## src/rtl/loader_pkg.sv

```systemverilog
// Shared types and constants for the program-load receive engine.
package loader_pkg;

  typedef enum logic [2:0] {
    IDLE,
    WAIT_AA,
    LEN,
    DATA,
    CSUM,
    DONE,
    ERR
  } loader_state_t;

  localparam logic [7:0] ACK_OK    = 8'hAA;
  localparam logic [7:0] ACK_ERR   = 8'h55;
  localparam int         LEN_BYTES = 4;

  function automatic logic [7:0] ack_byte(input logic ok);
    return ok ? ACK_OK : ACK_ERR;
  endfunction

endpackage

```

## src/rtl/instr_loader_word_assembler.sv

```systemverilog
// Big-endian byte-to-word assembler; the word and its strobe appear combinationally
// with the final byte so the loader can register the write one cycle later.
module word_assembler
  import loader_pkg::*;
(
  input  logic        clk_i,
  input  logic        rst_i,
  input  logic        clr_i,
  input  logic        byte_valid_i,
  input  logic [7:0]  byte_i,
  output logic [31:0] word_o,
  output logic        word_valid_o
);

  logic [23:0] shift_q;
  logic [1:0]  cnt_q;

  always_ff @(posedge clk_i or posedge rst_i) begin
    if (rst_i) begin
      shift_q <= '0;
      cnt_q   <= '0;
    end else if (clr_i) begin
      shift_q <= '0;
      cnt_q   <= '0;
    end else if (byte_valid_i) begin
      shift_q <= {shift_q[15:0], byte_i};
      cnt_q   <= cnt_q + 2'd1;
    end
  end

  assign word_o       = {shift_q, byte_i};
  assign word_valid_o = byte_valid_i && (cnt_q == 2'(LEN_BYTES - 1));

endmodule

```

## src/rtl/instr_loader.sv

```systemverilog
// Program-load receive engine: length word, instruction words, optional XOR checksum.
// Optional checksum byte is enabled by defining LOADER_CHECKSUM_EN.
module instr_loader
  import loader_pkg::*;
#(
  parameter int INST_SIZE = 10
) (
  input  logic                 clk_i,
  input  logic                 rst_i,
  input  logic                 start_i,
  input  logic                 aa_sent_i,
  input  logic [7:0]           rx_data_i,
  input  logic                 rx_valid_i,
  input  logic                 rx_ferr_i,
  output logic                 imem_we_o,
  output logic [INST_SIZE-1:0] imem_addr_o,
  output logic [31:0]          imem_wdata_o,
  output logic [INST_SIZE:0]   inst_count_o,
  output logic                 busy_o,
  output logic                 done_o,
  output logic                 err_o,
  output logic                 ack_valid_o,
  output logic [7:0]           ack_data_o
);

  localparam logic [32:0] MAX_WORDS = 33'd1 << INST_SIZE;

  loader_state_t        state_q;
  logic [INST_SIZE:0]   len_q;
  logic [INST_SIZE:0]   inst_count_q;
  logic [INST_SIZE:0]   inst_count_d;
  logic                 imem_we_q;
  logic [INST_SIZE-1:0] imem_addr_q;
  logic [31:0]          imem_wdata_q;
  logic                 done_q;
  logic                 err_q;
  logic                 ack_valid_q;
  logic [7:0]           ack_data_q;
`ifdef LOADER_CHECKSUM_EN
  logic [7:0]           csum_q;
`endif

  logic        in_rx_phase;
  logic        asm_valid;
  logic        asm_clr;
  logic        bad_byte;
  logic        word_valid;
  logic [31:0] word;
  logic        len_too_big;
  logic        len_zero;

  // Only LEN and DATA feed the assembler; CSUM bytes bypass it.
  assign in_rx_phase  = (state_q == LEN) || (state_q == DATA);
  assign asm_valid    = start_i && rx_valid_i && !rx_ferr_i && in_rx_phase;
  assign asm_clr      = !start_i || (state_q == IDLE);
  assign bad_byte     = rx_valid_i && rx_ferr_i &&
                        (in_rx_phase || (state_q == CSUM));
  assign inst_count_d = inst_count_q + 1'b1;
  assign len_too_big  = {1'b0, word} > MAX_WORDS;
  assign len_zero     = (word == 32'd0);

  word_assembler u_asm (
    .clk_i        (clk_i),
    .rst_i        (rst_i),
    .clr_i        (asm_clr),
    .byte_valid_i (asm_valid),
    .byte_i       (rx_data_i),
    .word_o       (word),
    .word_valid_o (word_valid)
  );

  always_ff @(posedge clk_i or posedge rst_i) begin
    if (rst_i) begin
      state_q      <= IDLE;
      len_q        <= '0;
      inst_count_q <= '0;
      imem_we_q    <= 1'b0;
      imem_addr_q  <= '0;
      imem_wdata_q <= '0;
      done_q       <= 1'b0;
      err_q        <= 1'b0;
      ack_valid_q  <= 1'b0;
      ack_data_q   <= '0;
`ifdef LOADER_CHECKSUM_EN
      csum_q       <= '0;
`endif
    end else begin
      imem_we_q   <= 1'b0;
      ack_valid_q <= 1'b0;
      if (!start_i) begin
        state_q      <= IDLE;
        len_q        <= '0;
        inst_count_q <= '0;
        done_q       <= 1'b0;
        err_q        <= 1'b0;
`ifdef LOADER_CHECKSUM_EN
        csum_q       <= '0;
`endif
      end else if (bad_byte) begin
        state_q     <= ERR;
        err_q       <= 1'b1;
        ack_valid_q <= 1'b1;
        ack_data_q  <= ack_byte(1'b0);
      end else begin
        case (state_q)
          IDLE: begin
            state_q      <= WAIT_AA;
            inst_count_q <= '0;
`ifdef LOADER_CHECKSUM_EN
            csum_q       <= '0;
`endif
          end
          WAIT_AA: begin
            if (aa_sent_i) state_q <= LEN;
          end
          LEN: begin
            if (word_valid) begin
              len_q <= word[INST_SIZE:0];
              if (len_too_big) begin
                state_q     <= ERR;
                err_q       <= 1'b1;
                ack_valid_q <= 1'b1;
                ack_data_q  <= ack_byte(1'b0);
              end else if (len_zero) begin
`ifdef LOADER_CHECKSUM_EN
                state_q     <= CSUM;
`else
                state_q     <= DONE;
                done_q      <= 1'b1;
                ack_valid_q <= 1'b1;
                ack_data_q  <= ack_byte(1'b1);
`endif
              end else begin
                state_q <= DATA;
              end
            end
          end
          DATA: begin
`ifdef LOADER_CHECKSUM_EN
            if (rx_valid_i) csum_q <= csum_q ^ rx_data_i;
`endif
            if (word_valid) begin
              imem_we_q    <= 1'b1;
              imem_addr_q  <= inst_count_q[INST_SIZE-1:0];
              imem_wdata_q <= word;
              inst_count_q <= inst_count_d;
              if (inst_count_d == len_q) begin
`ifdef LOADER_CHECKSUM_EN
                state_q     <= CSUM;
`else
                state_q     <= DONE;
                done_q      <= 1'b1;
                ack_valid_q <= 1'b1;
                ack_data_q  <= ack_byte(1'b1);
`endif
              end
            end
          end
`ifdef LOADER_CHECKSUM_EN
          CSUM: begin
            if (rx_valid_i) begin
              state_q     <= (rx_data_i == csum_q) ? DONE : ERR;
              done_q      <= (rx_data_i == csum_q);
              err_q       <= (rx_data_i != csum_q);
              ack_valid_q <= 1'b1;
              ack_data_q  <= ack_byte(rx_data_i == csum_q);
            end
          end
`endif
          default: ;
        endcase
      end
    end
  end

  assign busy_o       = (state_q == WAIT_AA) || (state_q == LEN) ||
                        (state_q == DATA)    || (state_q == CSUM);
  assign imem_we_o    = imem_we_q;
  assign imem_addr_o  = imem_addr_q;
  assign imem_wdata_o = imem_wdata_q;
  assign inst_count_o = inst_count_q;
  assign done_o       = done_q;
  assign err_o        = err_q;
  assign ack_valid_o  = ack_valid_q;
  assign ack_data_o   = ack_data_q;

endmodule

```

## config.mk

```make
export PLATFORM = sky130hd
export DESIGN_NAME = instr_loader
export DESIGN_NICKNAME = d
export VERILOG_FILES = /design/src/rtl/loader_pkg.sv /design/src/rtl/instr_loader_word_assembler.sv /design/src/rtl/instr_loader.sv
export SDC_FILE = /design/constraint.sdc
export NUM_CORES = 1
export LEC_CHECK = 0
export ABC_AREA = 0
export BUFFER_PORTS_ARGS = -buffer_cell sky130_fd_sc_hd__buf_2
export CAP_MARGIN = 10
export CORE_ASPECT_RATIO = 0.75
export CORE_MARGIN = 3
export CORE_UTILIZATION = 30
export CTS_BUF_LIST = sky130_fd_sc_hd__clkbuf_8
export CTS_CLUSTER_SIZE = 16
export DETAILED_ROUTE_END_ITERATION = 10
export PLACE_DENSITY_LB_ADDON = 0.08
export SYNTH_ARGS = -nofsm -noshare
export SYNTH_HDL_FRONTEND = slang
export SYNTH_SLANG_ARGS = --single-unit
export TNS_END_PERCENT = 5
```

## constraint.sdc

```tcl
create_clock -name clk_i -period 2.85 [get_ports clk_i]
set_clock_uncertainty 0.05 [all_clocks]
set_input_delay 0.4275 -clock clk_i [delete_from_list [all_inputs] [get_ports clk_i]]
set_output_delay 0.4275 -clock clk_i [all_outputs]
set_load 0.01 [all_outputs]
```

Word level (Yosys, flattened, before mapping) --
Index checks and enable logic that the tools add are counted.
Storage, ports and cells: register bits after elaboration 105, input bits 14, output and inout bits 66, logic and storage cells 122
Operators by class: $add $sub $neg 2, $lt $le $gt $ge 1, eq/ne operators 28, muxes and demuxes 53, bitwise logic cells 1, reduce and logical (&&, ||, !) cells 25
Operator list (count):
- 11-bit 2-to-1 mux | 7
- 24-bit 2-to-1 mux | 2
- 8-bit 2-to-1 mux | 6
- 32-bit by 11-bit greater-than comparator with 1-bit output, second input constant | 1
- 32-bit logical NOT | 1
- 3-bit 2-to-1 mux | 8
- 1-bit 2-to-1 mux | 23
- 11-bit case mux with 2 select lines | 1
- 3-bit by 2-bit inequality test with 1-bit output, second input constant | 6
- 8-bit case mux with 2 select lines | 1
- 3-bit by 1-bit inequality test with 1-bit output, second input constant | 5
- 4-bit by 3-bit inequality test with 1-bit output, second input constant | 3
- 3-bit case mux with 4 select lines | 1
- 11-bit by 1-bit adder with 11-bit output, second input constant | 1
- 11-bit equality test | 1
- 3-bit AND reduction | 3
- 4-bit inequality test, second input constant | 2
- 7-bit AND reduction | 1
- 3-bit by 2-bit equality test with 1-bit output, second input constant | 2
- 1-bit logical AND | 6
- 1-bit logical OR | 6
- 3-bit inequality test, second input constant | 2
- 6-bit by 1-bit inequality test with 1-bit output, second input constant | 1
- 6-bit AND reduction | 1
- 15 further kinds | 19

Longest topological paths before layout --
depth in word-level cells 8, gate-level depth with buffers 9, depth with buffers taken out 7

By module --
Synthesis repeated with hierarchy kept, for this count alone.
Unflattened totals: cell total of the unflattened synthesis 513, area total of the unflattened synthesis 4800.9 um^2
Modules (own cells, without submodules):
- instr_loader | times used 1, cells each 418, area an instance 3642.2 um^2, seq. area each 1826.8 um^2
- word_assembler | times used 1, cells each 95, area an instance 1158.6 um^2, seq. area each 650.6 um^2

Worst setup path before layout --
Ideal clock, no wire load.
path kind flip-flop to flip-flop, start point reg inst_count_q[0], in the netlist inst_count_o[0], end point reg state_q[1], setup time 0.131 ns, arrival 1.845 ns, required time 2.669 ns, setup slack 0.825 ns, cell stages (with the launch flop) 8, buffers on the path 0, period minus slack after synthesis 2.025 ns, cell sequence dfrtp_1 ha_1 nand2_2 nor3_4 xnor2_1 a2111oi_4 and2_4 o22ai_2
Between the ends: cells in the longest elaborated chain, start to end 4
Ends and longest elaborated chain:
- start, declared | line instr_loader.sv:30 | logic [INST_SIZE:0] inst_count_q;
- start signal, assigned | line instr_loader.sv:146 | inst_count_q <= inst_count_d;
- 11-bit by 1-bit adder with 11-bit output | line instr_loader.sv:58 | assign inst_count_d = inst_count_q + 1'b1;
- 11-bit equality test | line instr_loader.sv:147 | if (inst_count_d == len_q) begin
- 4-bit by 3-bit inequality test with 1-bit output (no line)
- 5-bit AND reduction (no line)
- end signal, assigned | line instr_loader.sv:74 | state_q <= IDLE;
- end signal, assigned | line instr_loader.sv:91 | state_q <= IDLE;
- end signal, assigned | line instr_loader.sv:151 | state_q <= DONE;
- end, declared | line instr_loader.sv:28 | loader_state_t state_q;
No other way between the ends. A chain may end at the register's enable or synchronous reset.

Final worst setup path --
start point reg inst_count_q[1], in the netlist inst_count_o[1], end point reg state_q[1]
The elaborated chain is that of the path after synthesis.

==> reports/qor.yml <==
postCtsSetupBuffers: 0
post_synth_num_cell_types: 53
num-fill-cells: 1488
yosys-top-cells-count: "nand2_1, dfrtp_1, a22o_1, nor2_1"
gp_congestion: 0.819
die-area_sq_um: 16400
overflow: 0
fin_ws_ns: 0.644
cts.sinks: 99
grt_pass1_vias: 3533
drt_wl_total_um: 11800
yosysWarnings: 0
reg2reg_slack_ns: 0.64
rows: 37
diodes: 0
drtAntennaViolNets: 0
drtIter0Drc: 266
via_per_inst: 4.80
syn_avg_cell_area_sq_um: 9.64
cts_tree: "done"
cts_resized: 0
cap_viol_max_count: 0
outcome: "finished clean"
required_ns: 3.05
path_cells: "ha_1 -> xor2_1 -> xnor2_1 -> o2111ai_1 -> a2111oi_4 -> and2_4 -> o22ai_2"
critical-path-top-delay-family: "compound AO/OA/AOI/OAI gates"
synth_cells: 463
synth_ff_type: "dfrtp_1"
initial_core_util_pct: 31.6
ios: 80
powerDensity_nw_per_um2: 533
period_share_pct: 77.4
slew_violations: 0
drtPass1Iterations: 4
synth_edf_count: 0
path_buf_inv: 0
cp_max_fo: 5
dp_hpwl_um: 8330
synth_area_leader_cell: "dfrtp_1"
grt_pass1_wl_um: 19800
cts_buffers: 9
cts_buffer_depth: 2
core_sq_um: 14100
wl_per_cell_um: 16.1
yosysSeqAreaShare_pct: 55.5
ff_latch_area_sq_um: 2480
drive_gt1_share_pct: 22.9
clk_latency_ns: 0.37
die_h_um: 112
timing.reg2reg.worst_path_depth: 7
fin_setup_tns_ns: 0
relSlewSlack_pct: 60.2
io_buffers: 79
critPathSlowestCell: "dfrtp_1"
vias: 3517
power_leakage_uw: 0.00280
synth_top_area_share_pct: 55.5
synthArstFlopShare_pct: 100
multiInputGateArea_sq_um: 1800
cp-end-kind: "register"
critPathMaxStageDelay_ns: 0.44
syn_to_final_growth_pct: 17.9
ir_drop_v: 0.000315
syn_nets: 479
nets: 550
htreeDepth: 3
fmax_mhz: 453
antenna_found_initial: 0
ys_ff_latch: 99
crit_type: "reg -> reg"
root_buffer: "clkbuf_8"
worst_slew_pin_slew_ns: 0.592
clkTransAtPathRegs_ns: 0.09
r2r-start: "inst_count_o[1]$_DFFE_PP0P_"
setup_viol: 0
drc: 0
syn-cell-area_sq_um: 4470
track_usage_pct: 14.9
min_period_ns: 2.21
final-hold-violation-count: 0
die_w_um: 147
dpl_worst_slack_ns: 0.635
synth_area_leaders: "dfrtp_1, nand2_1, a22o_1, xnor2_1, o21ai_0"
grt_max_degree: 56
holdBufCountCts: 0
rsz0062_at_grt: "no"
finalPower_uw: 2810
synth.most_common_cell: "nand2_1"
critPathLaunchType: "register"
r2r_end: "state_q[1]$_DFFE_PP0P_"
min_path_type: "in -> async"
cp.arrival_ns: 2.41
-- per-layer routing --
metal	global-route usage (%)	routed length [um]
met2	19.6	4790
met4	3.38	40
met1	24.2	6250
met5	0	0
met3	3.70	728
-- worst max path at each step --
stage	startpoint	endpoint	slack (ns)	cells past startpoint
after detailed placement	rx_data_i[4]	ack_valid_o$_DFF_PP0_	0.64	7
final	inst_count_o[1]$_DFFE_PP0P_	state_q[1]$_DFFE_PP0P_	0.64	7
after global placement	rx_data_i[4]	ack_valid_o$_DFF_PP0_	0.67	7
after CTS	inst_count_o[1]$_DFFE_PP0P_	state_q[1]$_DFFE_PP0P_	0.64	7
after floorplan	inst_count_o[0]$_DFFE_PP0P_	state_q[1]$_DFFE_PP0P_	0.82	7
after global routing	inst_count_o[1]$_DFFE_PP0P_	state_q[1]$_DFFE_PP0P_	0.49	7
-- area by class of cell --
cell class              count  area share [%]
clock inverters             5            1.35
well taps                 195            4.63
repair buffers             92            9.60
clock buffers              10            2.61
multi-input cells         326            34.3
flip-flops and latches     99            47.0
inverters                   6           0.499
-- flip-flops by register name, summed over array words and instances (netlist names) --
register and flops:
ack_data_o 2, ack_valid_o 1, done_o 1, err_o 1, imem_addr_o 10, imem_wdata_o 32, imem_we_o 1, inst_count_o 11
len_q 11, state_q 3, u_asm.cnt_q 2, u_asm.shift_q 24
-- layout by cell type (no fill, tap or decap), drive strengths merged, types with 2 or more instances in the layout --
cell type / synthesis / layout
nand2: 166 / 166
dfrtp: 99 / 99
buf: 20 / 92
o21ai: 27 / 27
a22o: 26 / 26
nor2: 16 / 16
xnor2: 14 / 14
clkbuf: 12 / 10
inv: 6 / 8
nor4: 8 / 8
o31ai: 7 / 7
nand3: 6 / 6
xor2: 5 / 5
nor3: 5 / 5
nand4: 4 / 4
a21oi: 4 / 4
nor2b: 4 / 4
o21bai: 3 / 3
and2: 3 / 3
or2: 2 / 2
nand4b: 2 / 2
a211oi: 2 / 2
o21a: 2 / 2
a2bb2oi: 2 / 2
a22oi: 2 / 2
ha: 2 / 2
bufinv: 0 / 2
-- cell families (layout without fill, tap and decap cells) --
family                   count (synthesis)  in the layout  synth area share, %
adder cells (fa/ha/maj)                  2              2                0.560
flip-flops                              99             99                 55.5
XOR/XNOR                                19             19                 3.73
AND/OR/NAND/NOR                        221            221                 21.8
multiplexers                             1              1                0.252
buffers and inverters                   38            113                 4.12
AO/OA/AOI/OAI                           83             83                 14.1
-- power breakdown --
group	internal [uW]	switching [uW]	leakage (uW)	total, uW
clock	505	478	0.000116	983
combinational	125	229	0.00131	354
sequential	1430	44.9	0.00138	1470
total	2060	752	0.00280	2810
-- stage by stage --
stage               hold slack (ns)  util (%)  cell area (sq um)  cells
floorplan                     0.412         -               4470    463
global placement              0.404      35.8               5060    718
detailed placement            0.408      35.8               5060    718
CTS                          0.0514      37.3               5270    733
global route                 0.0712      37.3               5270    733
finish                       0.0436      37.3               5270    733
Note: power is estimated with default switching activity, not from simulation.
